===== src/rtl/branch_resolve.sv =====
// ---------------------------------------------------------------------------
// branch_resolve
//   Update side of the branch lookup table. Fetch pushes each prediction it
//   issues into an in-order FIFO. Execute resolves the oldest outstanding
//   branch, and the head entry is compared against the actual outcome.
//   Every accepted resolve produces a one-cycle registered table update.
//   A wrong prediction does four things on the same edge: it clears the FIFO
//   (every younger entry is wrong-path), it drops any same-cycle push, it
//   raises a registered flush/redirect pulse, and it holds the block in DRAIN
//   for FLUSH_CYCLES cycles.
//
// Ports
//   clk, reset                      clock (rising edge), async active-high reset
//   push, push_pc/taken/target      prediction issued by fetch
//   ready                           push accepted this cycle
//   resolve, resolve_pc/taken/target  outcome of the oldest branch from execute
//   write, write_key, write_val, hit  table update (registered, 1-cycle latency)
//   flush, flush_pc                 mispredict redirect (registered pulse)
//   count                           entries held
//   err                             sticky protocol error (overflow, underflow,
//                                   resolve PC not matching the head entry)
//
// Optional feature (macro BRANCH_RESOLVE_STATS_EN)
//   Adds saturating counters stat_branches and stat_mispredicts.
// ---------------------------------------------------------------------------
module branch_resolve #(
  parameter int ADDR_WIDTH   = 16,
  parameter int DEPTH        = 8,
  parameter int DEPTH_LOG2   = 3,
  parameter int FLUSH_CYCLES = 2
) (
  input  logic                  clk,
  input  logic                  reset,
  input  logic                  push,
  input  logic [ADDR_WIDTH-1:0] push_pc,
  input  logic                  push_taken,
  input  logic [ADDR_WIDTH-1:0] push_target,
  output logic                  ready,
  input  logic                  resolve,
  input  logic [ADDR_WIDTH-1:0] resolve_pc,
  input  logic                  resolve_taken,
  input  logic [ADDR_WIDTH-1:0] resolve_target,
  output logic                  write,
  output logic [ADDR_WIDTH-1:0] write_key,
  output logic [ADDR_WIDTH-1:0] write_val,
  output logic                  hit,
  output logic                  flush,
  output logic [ADDR_WIDTH-1:0] flush_pc,
  output logic [DEPTH_LOG2:0]   count,
  output logic                  err
`ifdef BRANCH_RESOLVE_STATS_EN
  ,
  output logic [31:0]           stat_branches,
  output logic [31:0]           stat_mispredicts
`endif
);

  localparam logic [DEPTH_LOG2:0]   DEPTH_C    = (DEPTH_LOG2+1)'(DEPTH);
  localparam logic [DEPTH_LOG2:0]   CNT_ONE    = (DEPTH_LOG2+1)'(1);
  localparam logic [DEPTH_LOG2-1:0] PTR_ONE    = DEPTH_LOG2'(1);
  localparam logic [ADDR_WIDTH-1:0] PC_ONE     = ADDR_WIDTH'(1);
  // The counter is loaded with FLUSH_CYCLES-1 and DRAIN exits once it reads
  // zero, so DRAIN lasts exactly FLUSH_CYCLES cycles.
  localparam logic [3:0]            DRAIN_LOAD = 4'(FLUSH_CYCLES - 1);

  typedef enum logic {RUN = 1'b0, DRAIN = 1'b1} state_t;

  state_t state_q, state_d;
  logic [3:0] drain_q, drain_d;

  // Prediction storage (data only, no reset needed)
  logic [ADDR_WIDTH-1:0] fifo_pc     [DEPTH];
  logic                  fifo_taken  [DEPTH];
  logic [ADDR_WIDTH-1:0] fifo_target [DEPTH];

  logic [DEPTH_LOG2-1:0] rd_ptr_q, wr_ptr_q;
  logic [DEPTH_LOG2:0]   count_q;

  logic                  in_run, not_empty;
  logic                  resolve_acc, mispredict, pop_p0, push_acc;
  logic                  pc_mismatch, err_set;
  logic [DEPTH_LOG2:0]   count_d;

  logic                  wr_vld_p1, hit_p1, flush_vld_p1, err_q;
  logic [ADDR_WIDTH-1:0] wr_key_p1, wr_val_p1, flush_pc_p1;

  // ---- stage p0: head compare and accept decisions ----
  assign in_run      = (state_q == RUN);
  assign not_empty   = (count_q != '0);
  assign resolve_acc = in_run && resolve && not_empty;
  assign pc_mismatch = (fifo_pc[rd_ptr_q] != resolve_pc);
  // Target only matters when the branch was actually taken.
  assign mispredict  = resolve_acc &&
                       (pc_mismatch ||
                        (fifo_taken[rd_ptr_q] != resolve_taken) ||
                        (resolve_taken && (fifo_target[rd_ptr_q] != resolve_target)));
  assign pop_p0      = resolve_acc && !mispredict;
  // A pop frees the head slot on the same edge, so a full FIFO can still
  // take a push alongside a correct resolve. Reset forces ready low.
  assign ready       = !reset && in_run && ((count_q < DEPTH_C) || pop_p0);
  // A push in the mispredict cycle is wrong-path and is dropped.
  assign push_acc    = push && ready && !mispredict;
  assign err_set     = in_run && ((push && !ready) ||
                                  (resolve && !not_empty) ||
                                  (resolve_acc && pc_mismatch));

  always_comb begin
    count_d = count_q;
    if (mispredict) begin
      count_d = '0;
    end else if (push_acc && !pop_p0) begin
      count_d = count_q + CNT_ONE;
    end else if (pop_p0 && !push_acc) begin
      count_d = count_q - CNT_ONE;
    end
  end

  // FSM next state
  always_comb begin
    state_d = state_q;
    drain_d = drain_q;
    case (state_q)
      RUN: begin
        if (mispredict) begin
          state_d = DRAIN;
          drain_d = DRAIN_LOAD;
        end
      end
      DRAIN: begin
        if (drain_q == 4'd0) begin
          state_d = RUN;
        end else begin
          drain_d = drain_q - 4'd1;
        end
      end
      default: state_d = RUN;
    endcase
  end

  always_ff @(posedge clk or posedge reset) begin
    if (reset) begin
      state_q <= RUN;
      drain_q <= 4'd0;
    end else begin
      state_q <= state_d;
      drain_q <= drain_d;
    end
  end

  always_ff @(posedge clk) begin
    if (push_acc) begin
      fifo_pc[wr_ptr_q]     <= push_pc;
      fifo_taken[wr_ptr_q]  <= push_taken;
      fifo_target[wr_ptr_q] <= push_target;
    end
  end

  always_ff @(posedge clk or posedge reset) begin
    if (reset) begin
      rd_ptr_q <= '0;
      wr_ptr_q <= '0;
      count_q  <= '0;
      err_q    <= 1'b0;
    end else begin
      count_q <= count_d;
      if (err_set) begin
        err_q <= 1'b1;
      end
      if (mispredict) begin
        // Clearing means collapsing the read pointer onto the write pointer.
        rd_ptr_q <= wr_ptr_q;
      end else begin
        if (pop_p0) begin
          rd_ptr_q <= rd_ptr_q + PTR_ONE;
        end
        if (push_acc) begin
          wr_ptr_q <= wr_ptr_q + PTR_ONE;
        end
      end
    end
  end

  // ---- stage p1: registered table update and redirect ----
  always_ff @(posedge clk or posedge reset) begin
    if (reset) begin
      wr_vld_p1    <= 1'b0;
      wr_key_p1    <= '0;
      wr_val_p1    <= '0;
      hit_p1       <= 1'b0;
      flush_vld_p1 <= 1'b0;
      flush_pc_p1  <= '0;
    end else begin
      wr_vld_p1    <= resolve_acc;
      flush_vld_p1 <= mispredict;
      if (resolve_acc) begin
        wr_key_p1 <= resolve_pc;
        wr_val_p1 <= resolve_target;
        hit_p1    <= resolve_taken;
      end
      if (mispredict) begin
        // Not-taken falls through to the next word; wraps at the top of memory.
        flush_pc_p1 <= resolve_taken ? resolve_target : (resolve_pc + PC_ONE);
      end
    end
  end

  assign write     = wr_vld_p1;
  assign write_key = wr_key_p1;
  assign write_val = wr_val_p1;
  assign hit       = hit_p1;
  assign flush     = flush_vld_p1;
  assign flush_pc  = flush_pc_p1;
  assign count     = count_q;
  assign err       = err_q;

`ifdef BRANCH_RESOLVE_STATS_EN
  logic [31:0] stat_br_q, stat_mp_q;

  always_ff @(posedge clk or posedge reset) begin
    if (reset) begin
      stat_br_q <= '0;
      stat_mp_q <= '0;
    end else begin
      if (resolve_acc && (stat_br_q != '1)) begin
        stat_br_q <= stat_br_q + 32'd1;
      end
      if (mispredict && (stat_mp_q != '1)) begin
        stat_mp_q <= stat_mp_q + 32'd1;
      end
    end
  end

  assign stat_branches    = stat_br_q;
  assign stat_mispredicts = stat_mp_q;
`endif

endmodule

===== config.mk =====
export PLATFORM = sky130hd
export DESIGN_NAME = branch_resolve
export DESIGN_NICKNAME = d
export VERILOG_FILES = /design/src/rtl/branch_resolve.sv
export SDC_FILE = /design/constraint.sdc
export NUM_CORES = 1
export LEC_CHECK = 0
export BUFFER_PORTS_ARGS = -buffer_cell sky130_fd_sc_hd__buf_4
export CAP_MARGIN = 5
export CORE_MARGIN = 4
export CORE_UTILIZATION = 40
export DETAILED_ROUTE_END_ITERATION = 6
export PLACE_DENSITY = 0.56
export SYNTH_ARGS = -nofsm -noshare
export SYNTH_HDL_FRONTEND = slang
export SYNTH_SLANG_ARGS = --single-unit

===== constraint.sdc =====
create_clock -name clk -period 3.66 [get_ports clk]
set_input_delay 0.366 -clock clk [delete_from_list [all_inputs] [get_ports clk]]
set_output_delay 0.366 -clock clk [all_outputs]
set_load 0.03 [all_outputs]

==> metrics.md, run 1 <==
| Metric | Value |
|---|---|
| Status | complete, but fails checks |
| Failing checks | setup timing |
| GRT Total Usage | 18.1% |
| Crit path cell chain | buf_6 > buf_12 > mux4_2 > mux2i_2 > xnor2_1 > nor4_1 > nand2_1 > o31ai_4 > nand3_4 > buf_6 > o21ai_4 > and4b_4 > clkbuf_16 |
| CP dominant cell by count | buf_6 |
| CTS tree | built |
| Worst setup margin | -0.0360 ns |
| 1st-pass router iterations | 5 |
| Via count | 7850 |
| PwrDens | 762 nW/um^2 |
| DP Area | 15500 um^2 |
| CP max-delay cell | mux4_2 |
| DR WL/cell | 22.7 um |
| Die Span X | 192 um |
| Fin area | 17400 um^2 |
| Most frequent cells in the layout | edfxtp_1, buf_4, nand2_1, mux2i_1, dfrtp_1 |
| Synth warn | 0 |
| Fin. Hold Viols | 0 |
| Mapped Avg Cell Area | 16.1 um^2 |
| Max cap viols | 0 |
| Slew @ Worst Pin | 0.979 ns |
| Die footprint | 37000 um^2 |
| CP Data Arrival Time | 3.92 ns |
| Post-DP HPWL | 22600 um |
| Post-synth EDFFs | 264 |
| Chip height | 192 um |
| Cell variety after synth | 55 |
| Largest net degree at the start of global routing | 69 |
| Synthesized cell area | 13600 um^2 |
| Maximum VDD drop | 348 uV |
| Initial Util | 40.5% |
| Post-Route WL | 34800 um |
| WP buf/inv | 4 |
| Layout Cells excl Fill | 1535 |
| Tcrit/Tclk final | 101% |
| Dpl ws | -0.0585 ns |
| Fillers | 2781 |
| Synth-to-layout area growth | 28.2% |
| Worst-path clk slew | 0.06 ns |
| # rows | 67 |
| Critical Path Sink Type | register |
| Final setup violation count | 49 |
| Top delay family on crit path | simple AND/OR/NAND/NOR gates |
| Max-slew violation count | 0 |
| First-pass GRT wire length | 50100 um |
| Fin Hold WS | 0.0930 ns |
| CTS Hold Bufs | 0 |
| Yosys top cell by area | edfxtp_1 |
| Worst-path fanout max | 8 |
| Hold crit path type | primary input to register |
| Total gr overflow | 0 |
| Placed cell count | 1431 |
| Clk_lat worst skew | 0.51 ns |
| Largest stage delay, worst path | 0.53 ns |
| Worst slew margin relative to its limit | 34.7% |
| Initial antenna violation count | 0 |
| PortBufs | 126 |
| Share of the synthesized area in the top cell type | 58.3% |
| Ports | 127 |
| Crit path kind | register to register |
| Number of global-route vias before repair | 8054 |
| Fmax achieved | 271 MHz |
| Crit path required time | 3.88 ns |
| Core area | 33500 um^2 |
| DRT iter0 DRCs | 443 |
| Leakage | 6.65 nW |
| Clock sink total | 331 |
| H-tree Lvls | 2 |
| Routed vias/inst | 5.11 |
| Crit start category | register |
| Most common cell after layout, fill and taps aside | edfxtp_1 |
| Ys flop type | edfxtp_1 |
| Layout cell share with drive strength beyond 1 | 32.3% |
| Post-layout minimum cycle time | 3.70 ns |
| Worst Skew | 0.0207 ns |
| Synth Net Count | 924 |
| Antenna Violating Nets Remaining | 0 |
| Post-synthesis sequential area ratio | 70.6% |
| CTS buffer count | 37 |
| Top cells by area, synth | edfxtp_1, dfrtp_1, mux4_2, mux2i_1, nand2_1 |
| RSZ-0062 raised after global routing | true |
| CTS Buffer Depth | 3 |
| Clock Root Buffer | clkbuf_16 |
| Cells after synthesis | 847 |
| Layout Nets | 1136 |
| Global placement routability congestion | 0.744 |
| Async SR Flop Fraction | 20.2% |
| #FFs+latches synth | 331 |
| DRC errors left | 0 |
## power by group
group          switching [mW]  total, mW  internal, mW
Clock                    1.39       3.64          2.25
Combinational            2.62       4.78          2.16
Sequential              0.317       4.86          4.54
## state kept, by name, indices dropped and copies added, names as in the netlist, 4 cells and up
name,flops
fifo_pc,128
fifo_target,128
flush_pc,16
write_key,16
write_val,16
fifo_taken,8
count,4
drain_q,4
## metal layers
| layer | routed length (um) | vias up | GRT usage (%) |
|---|---|---|---|
| li1 | - | 3633 | - |
| met1 | 15700 | 3945 | 25.9 |
| met4 | 719 | 0 | 4.53 |
| met3 | 1940 | 43 | 2.77 |
| met2 | 16400 | 229 | 29.2 |
| met5 | 0 | - | 0 |
## Yosys cell counts, types with 4 or more instances
master	number
a21oi_1	19
nand4_1	8
o21ai_1	9
ha_1	6
edfxtp_1	264
o21ai_0	15
inv_1	10
a21o_1	4
nor2_1	27
a22o_1	10
mux4_2	42
buf_1	7
nor2b_1	6
mux2i_1	72
xnor2_1	24
a221oi_1	8
a22oi_1	7
nand2_1	127
and3_1	5
dfrtp_1	67
nand3_1	9
clkbuf_1	12
xor2_1	22
buf_2	17
## cells by family after synthesis
logic type,after synthesis,share of synthesized area (%)
fa+ha+maj,7,0.699
flops,331,70.6
buf+inv,53,1.85
compound gates,82,4.14
simple gates,210,7.11
mux,118,12.6
xor+xnor,46,2.96
## what timing repair did
item / CTS / global route
endpoints found under the setup margin: 245 / 265
pin swaps: 8 / 8
resized for setup: 18 / 32
buffers inserted: 18 / 4
gates cloned: 0 / 16
## cell type report
type / count / area, um^2 / area share [%]
Antenna cell: 1 / 2.50 / 0.0144
Tap cell: 448 / 561 / 3.22
Sequential cell: 331 / 9610 / 55.1
Clock inverter: 17 / 186 / 1.07
Multi-Input combinational cell: 464 / 3880 / 22.3
Inverter: 11 / 45.0 / 0.258
Clock buffer: 49 / 1020 / 5.87
Timing Repair Buffer: 214 / 2120 / 12.1
## worst reg2reg max path, delay by kind of cell, from the launching register on
kind | cells | cell delay, ns
XOR/XNOR | 1 | 0.09
AO/OA/AOI/OAI | 2 | 0.55
buffers and inverters | 4 | 0.66
flip-flops | 1 | 0.39
multiplexers | 2 | 0.77
AND/OR/NAND/NOR | 4 | 0.94
## per-stage QoR
| step | total power [mW] | utilization (%) | setup TNS [ns] |
|---|---|---|---|
| final | 13.3 | 52.0 | -0.690 |
| after global placement | 9.24 | 46.2 | -9.82 |
| after detailed placement | 9.28 | 46.2 | -6.70 |
| after global routing | 14.0 | 52.0 | -30.38 |
| after floorplan | 7.75 | - | -0.565 |
| after CTS | 13.2 | 50.5 | -0.0188 |
## final timing paths
kind                              startpoint       endpoint  slack [ns]  depth (start not counted)
setup / recovery                 rd_ptr_q[1]  fifo_pc[3][4]       -0.04                         13
max in group asynchronous              reset    rd_ptr_q[2]        2.72                          3
hold reg to reg                write_val[15]  write_val[15]        0.48                          2
setup reg to reg                 rd_ptr_q[1]  fifo_pc[3][4]       -0.04                         13
hold / removal             resolve_target[4]   write_val[4]        0.09                          3
min in group asynchronous              reset       count[2]        0.23                          3
(Power assumes the default switching activity.)
==> inputs of run 2 (changes only) <==
==> constraint.sdc (replaced) <==
create_clock -name clk -period 3.66 [get_ports clk]
set_input_delay 0.915 -clock clk [delete_from_list [all_inputs] [get_ports clk]]
set_output_delay 0.915 -clock clk [all_outputs]
set_load 0.03 [all_outputs]
==> metrics.md, run 2 (same netlist as run 1, synthesis figures left out) <==
| Metric | Value |
|---|---|
| Status | complete, but fails checks |
| Failing checks | setup timing |
| Critical Path Sink Type | output pin |
| Die footprint | 37000 um^2 |
| WP buf/inv | 3 |
| Initial antenna violation count | 0 |
| First-pass GRT wire length | 50200 um |
| Largest net degree at the start of global routing | 69 |
| GRT Total Usage | 18.2% |
| Most common cell after layout, fill and taps aside | edfxtp_1 |
| Most frequent cells in the layout | edfxtp_1, buf_4, nand2_1, mux2i_1, dfrtp_1 |
| Crit start category | register |
| Final setup violation count | 207 |
| Max-slew violation count | 0 |
| Layout Nets | 1138 |
| Worst slew margin relative to its limit | 39.2% |
| Max cap viols | 0 |
| Worst-path fanout max | 7 |
| 1st-pass router iterations | 5 |
| Crit path kind | register to output pin |
| Chip height | 192 um |
| Total power | 13.4 mW |
| Layout cell share with drive strength beyond 1 | 32.3% |
| Fin. Hold Viols | 0 |
| Worst Skew | 0.0120 ns |
| Ports | 127 |
| Tcrit/Tclk final | 116% |
| Routed vias/inst | 5.14 |
| Post-Route Utilization | 51.9% |
| DP Area | 15700 um^2 |
| Top delay family on crit path | multiplexers |
| Global placement routability congestion | 0.751 |
| Post-layout minimum cycle time | 4.24 ns |
| Number of global-route vias before repair | 7875 |
| RSZ-0062 raised after global routing | true |
| PortBufs | 126 |
| Crit path cell chain | buf_4 > buf_4 > mux4_2 > mux2i_1 > xor2_1 > nand4_1 > o31ai_4 > nand3_4 > a211oi_4 > buf_6 |
| Initial Util | 40.5% |
| Via count | 7885 |
| Leakage | 6.64 nW |
| Crit path required time | 2.74 ns |
| Antenna Violating Nets Remaining | 0 |
| Antenna Cells | 0 |
| Synth-to-layout area growth | 28.1% |
| CP max-delay cell | dfrtp_2 |
| DR WL/cell | 22.6 um |
| H-tree Lvls | 2 |
| Layout Cells excl Fill | 1535 |
| Placed cell count | 1443 |
| Hold crit path type | register to register |
| Worst setup margin | -0.577 ns |
| PwrDens | 770 nW/um^2 |
| Clk_lat worst skew | 0.51 ns |
| Post-Route WL | 34600 um |
| Worst-path clk slew | 0.06 ns |
| Die Span X | 192 um |
| Post-DP HPWL | 22300 um |
| Largest stage delay, worst path | 0.51 ns |
| CTS Hold Bufs | 0 |
| CTS Buffer Depth | 3 |
| DRT iter0 DRCs | 519 |
| CP dominant cell by count | buf_4 |
| Clock Root Buffer | clkbuf_16 |
| CTS buffer count | 36 |
| Slew @ Worst Pin | 0.911 ns |
| # rows | 67 |
| Clock sink total | 331 |
| Fin area | 17400 um^2 |
| Total gr overflow | 0 |
| CTS tree | built |
| Fin Hold WS | 0.475 ns |
| Top Registers | fifo_pc: 128 flops, fifo_target: 128 flops |
| CP Data Arrival Time | 3.32 ns |
| DRC errors left | 0 |
| Maximum VDD drop | 391 uV |
| Core area | 33500 um^2 |
| Fmax achieved | 236 MHz |
==> run 2: final cells by class <==
| cell class | instances | area [um^2] |
|---|---|---|
| Clock inverter | 16 | 185 |
| Multi-Input combinational cell | 463 | 3930 |
| Inverter | 11 | 45.0 |
| Tap cell | 448 | 561 |
| Fill cell | 2811 | 16100 |
| Timing Repair Buffer | 218 | 2110 |
| Sequential cell | 331 | 9610 |
| Clock buffer | 48 | 967 |
==> run 2: path summary, 6_finish.rpt <==
check | startpoint | slack (ns) | to | cells after the start
max | rd_ptr_q[0] | -0.58 | ready | 10
min | write_val[9] | 0.47 | write_val[9] | 2
max reg2reg | rd_ptr_q[0] | -0.13 | fifo_target[4][13] | 13
min reg2reg | write_val[9] | 0.47 | write_val[9] | 2
max in group asynchronous | reset | 2.21 | rd_ptr_q[2] | 3
min in group asynchronous | reset | 0.77 | count[0] | 3
==> run 2: power breakdown <==
| group | total (mW) | internal [mW] | switching, mW |
|---|---|---|---|
| logic | 4.94 | 2.29 | 2.64 |
| clock network | 3.55 | 2.14 | 1.41 |
| registers | 4.92 | 4.54 | 0.375 |
| total | 13.4 | 8.97 | 4.43 |
==> run 2: stage by stage <==
step | TNS, ns | setup WS, ns
CTS | -14.49 | -0.642
detailed placement | -98.44 | -0.415
floorplan | 0 | 0.00947
global placement | -79.11 | -0.332
global route | -45.75 | -0.718
finish | -9.74 | -0.577
==> run 2: worst reg2reg max path, stage by stage, from the launching register on <==
cell and delay (ns):
dfrtp_2 0.51, buf_4 0.16, buf_4 0.13, mux4_2 0.48
mux2i_1 0.27, xor2_1 0.18, nand4_1 0.20, o31ai_4 0.37
nand3_4 0.14, buf_6 0.14, o21ai_4 0.15, buf_12 0.14
and4bb_4 0.34, bufbuf_16 0.31
==> run 2: timing repair <==
item | in CTS | in global routing
setup endpoints to repair | 266 | 266
gates cloned | 2 | 5
pin swaps | 8 | 4
resized for setup | 31 | 13
setup buffers | 14 | 8
==> run 2: routing by layer <==
metal | up-vias | wire length (um) | part of all wire (%) | track usage (%)
met5 | - | 0 | 0 | 0
li1 | 3633 | - | - | -
met1 | 4020 | 15900 | 46 | 26.1
met3 | 51 | 1630 | 4.7 | 2.88
met2 | 181 | 16500 | 47 | 29.5
met4 | 0 | 700 | 2.0 | 4.28
==> inputs of run 3 (changes only) <==
--- a/config.mk
+++ b/config.mk
@@ -11,6 +11,7 @@
 export CORE_UTILIZATION = 40
 export DETAILED_ROUTE_END_ITERATION = 6
 export PLACE_DENSITY = 0.56
+export SETUP_SLACK_MARGIN = 0.4
 export SYNTH_ARGS = -nofsm -noshare
 export SYNTH_HDL_FRONTEND = slang
 export SYNTH_SLANG_ARGS = --single-unit
==> metrics.md, run 3 (same netlist as run 1, synthesis figures left out) <==
| Metric | Value |
|---|---|
| Max-slew violation count | 0 |
| Clock Root Buffer | clkbuf_16 |
| Register area | 9610 um^2 |
| Layout Nets | 1157 |
| CP Data Arrival Time | 3.35 ns |
| Synth-to-layout area growth | 29.2% |
| Global placement routability congestion | 0.758 |
| Crit path required time | 2.74 ns |
| Post-Route Utilization | 52.4% |
| Antenna Cells | 0 |
| Worst Hold End | write_val[12] |
| Antenna Violating Nets Remaining | 0 |
| Clock sink total | 331 |
| R2R cell count | 16 |
| Die footprint | 37000 um^2 |
| Internal | 8.96 mW |
| Worst-path clk slew | 0.06 ns |
| Final setup violation count | 265 |
| R2r setup slk | -0.31 ns |
| Worst Skew | 0.0147 ns |
| Total power | 13.4 mW |
| Min-delay src | write_val[12] |
| Worst-path fanout max | 6 |
| Register share of total power | 36.3% |
| P_sw | 4.46 mW |
| Initial Util | 40.5% |
| Combinational share of power | 37.9% |
| DRT iter0 DRCs | 488 |
| Clk_lat worst skew | 0.51 ns |
| Core area | 33500 um^2 |
| Fmax achieved | 234 MHz |
| Critical Path Sink Type | output pin |
| Post-Route WL | 34500 um |
| Sw Ratio | 33.2% |
| CTS Buffer Depth | 3 |
| Final setup TNS | -51.47 ns |
| Top Registers | fifo_pc: 128 flops, fifo_target: 128 flops |
| Worst setup margin | -0.607 ns |
| H-tree Lvls | 2 |
| Hold crit path type | register to register |
| PwrDens | 764 nW/um^2 |
| Slew @ Worst Pin | 0.935 ns |
| Fillers | 2799 |
| Number of global-route vias before repair | 8130 |
| # rows | 67 |
| CTS tree | built |
| CTS buffer count | 37 |
| Worst R2R End | fifo_pc[5][14] |
| Hold Crit Depth | 2 |
| Largest net degree at the start of global routing | 69 |
| Routed vias/inst | 5.12 |
| Total gr overflow | 0 |
| R2R Path Start | rd_ptr_q[2] |
| Most frequent cells in the layout | edfxtp_1, buf_4, nand2_1, mux2i_1, dfrtp_1 |
| Failing checks | setup timing |
| Chip height | 192 um |
| Tcrit/Tclk final | 117% |
| DR WL/cell | 22.2 um |
| Initial antenna violation count | 0 |
| RSZ-0062 raised after global routing | true |
| Max cap viols | 0 |
| PortBufs | 126 |
| Leakage | 6.73 nW |
| Fin. Hold Viols | 0 |
| Crit path kind | register to output pin |
| Via count | 7962 |
| Most common cell after layout, fill and taps aside | edfxtp_1 |
| Status | complete, but fails checks |
| Post-layout minimum cycle time | 4.27 ns |
| Footprint of the multi-input gates | 3950 um^2 |
| DRC errors left | 0 |
| GRT Total Usage | 18.7% |
| Worst slew margin relative to its limit | 37.6% |
| Fin area | 17600 um^2 |
| Crit start category | register |
| Die Span X | 192 um |
| Ports | 127 |
| Layout cell share with drive strength beyond 1 | 34.2% |
| DP Area | 15800 um^2 |
| Clock power frac | 25.8% |
| Post-DP HPWL | 22800 um |
| First-pass GRT wire length | 51500 um |
| 1st-pass router iterations | 5 |
| Maximum VDD drop | 378 uV |
[run 3: power groups by stage]
| stage | clock network (mW) | logic, mW | registers (mW) |
|---|---|---|---|
| floorplan | 0 | 2.49 | 5.38 |
| detailed placement | 0 | 4.60 | 4.98 |
| global placement | 0 | 4.56 | 4.97 |
| global route | 3.71 | 5.48 | 4.92 |
| finish | 3.46 | 5.09 | 4.88 |
| CTS | 3.54 | 5.06 | 4.87 |
[run 3: metal layers]
| metal | track usage, % | part of all wire [%] | vias to the layer above |
|---|---|---|---|
| met5 | 0 | 0 | - |
| met4 | 4.11 | 1.7 | 0 |
| met3 | 2.95 | 5.2 | 40 |
| met2 | 29.8 | 47 | 211 |
| met1 | 27.3 | 46 | 4042 |
| li1 | - | - | 3669 |
[run 3: area by class of cell]
| type | instances | area share [%] |
|---|---|---|
| timing repair buffer | 236 | 13.0 |
| clock buffer | 50 | 5.66 |
| tap | 448 | 3.19 |
| sequential | 331 | 54.7 |
| clock inverter | 15 | 0.733 |
| inverter | 11 | 0.271 |
| multi-input combinational | 463 | 22.5 |
[run 3: what timing repair did]
item                                    CTS  global route
setup buffers                            21             8
hold buffers                              0             0
resized for setup                        32             7
cloned                                    5             1
pin swaps                                10             3
endpoints found under the setup margin  284           291
[run 3: critical path: stages, from the launching register on]
cell and delay [ns]:
dfrtp_4 0.51, buf_4 0.19, buf_4 0.15, mux2i_1 0.12, a22oi_2 0.30, nand3_2 0.13
a2111oi_4 0.38, nand4_1 0.19, o31ai_4 0.26, buf_6 0.15, nand3_4 0.08, a211oi_4 0.22
buf_6 0.16
[run 3: worst max-delay path by stage]
stage | cells after the start | from | slack, ns | to
finish | 12 | rd_ptr_q[2] | -0.61 | ready
CTS | 10 | rd_ptr_q[1] | -0.59 | ready
detailed placement | 10 | rd_ptr_q[1] | -0.26 | ready
floorplan | 10 | rd_ptr_q[1] | 0.15 | ready
global placement | 10 | rd_ptr_q[1] | -0.26 | ready
global route | 11 | rd_ptr_q[1] | -0.74 | ready
[run 3: metrics by stage]
| step | hold WS, ns | setup WS (ns) | instances |
|---|---|---|---|
| after floorplan | 0.516 | 0.152 | 847 |
| after CTS | 0.473 | -0.593 | 1545 |
| final | 0.471 | -0.607 | 1554 |
| after detailed placement | 0.461 | -0.258 | 1454 |
| after global placement | 0.459 | -0.261 | 1454 |
| after global routing | 0.488 | -0.744 | 1554 |
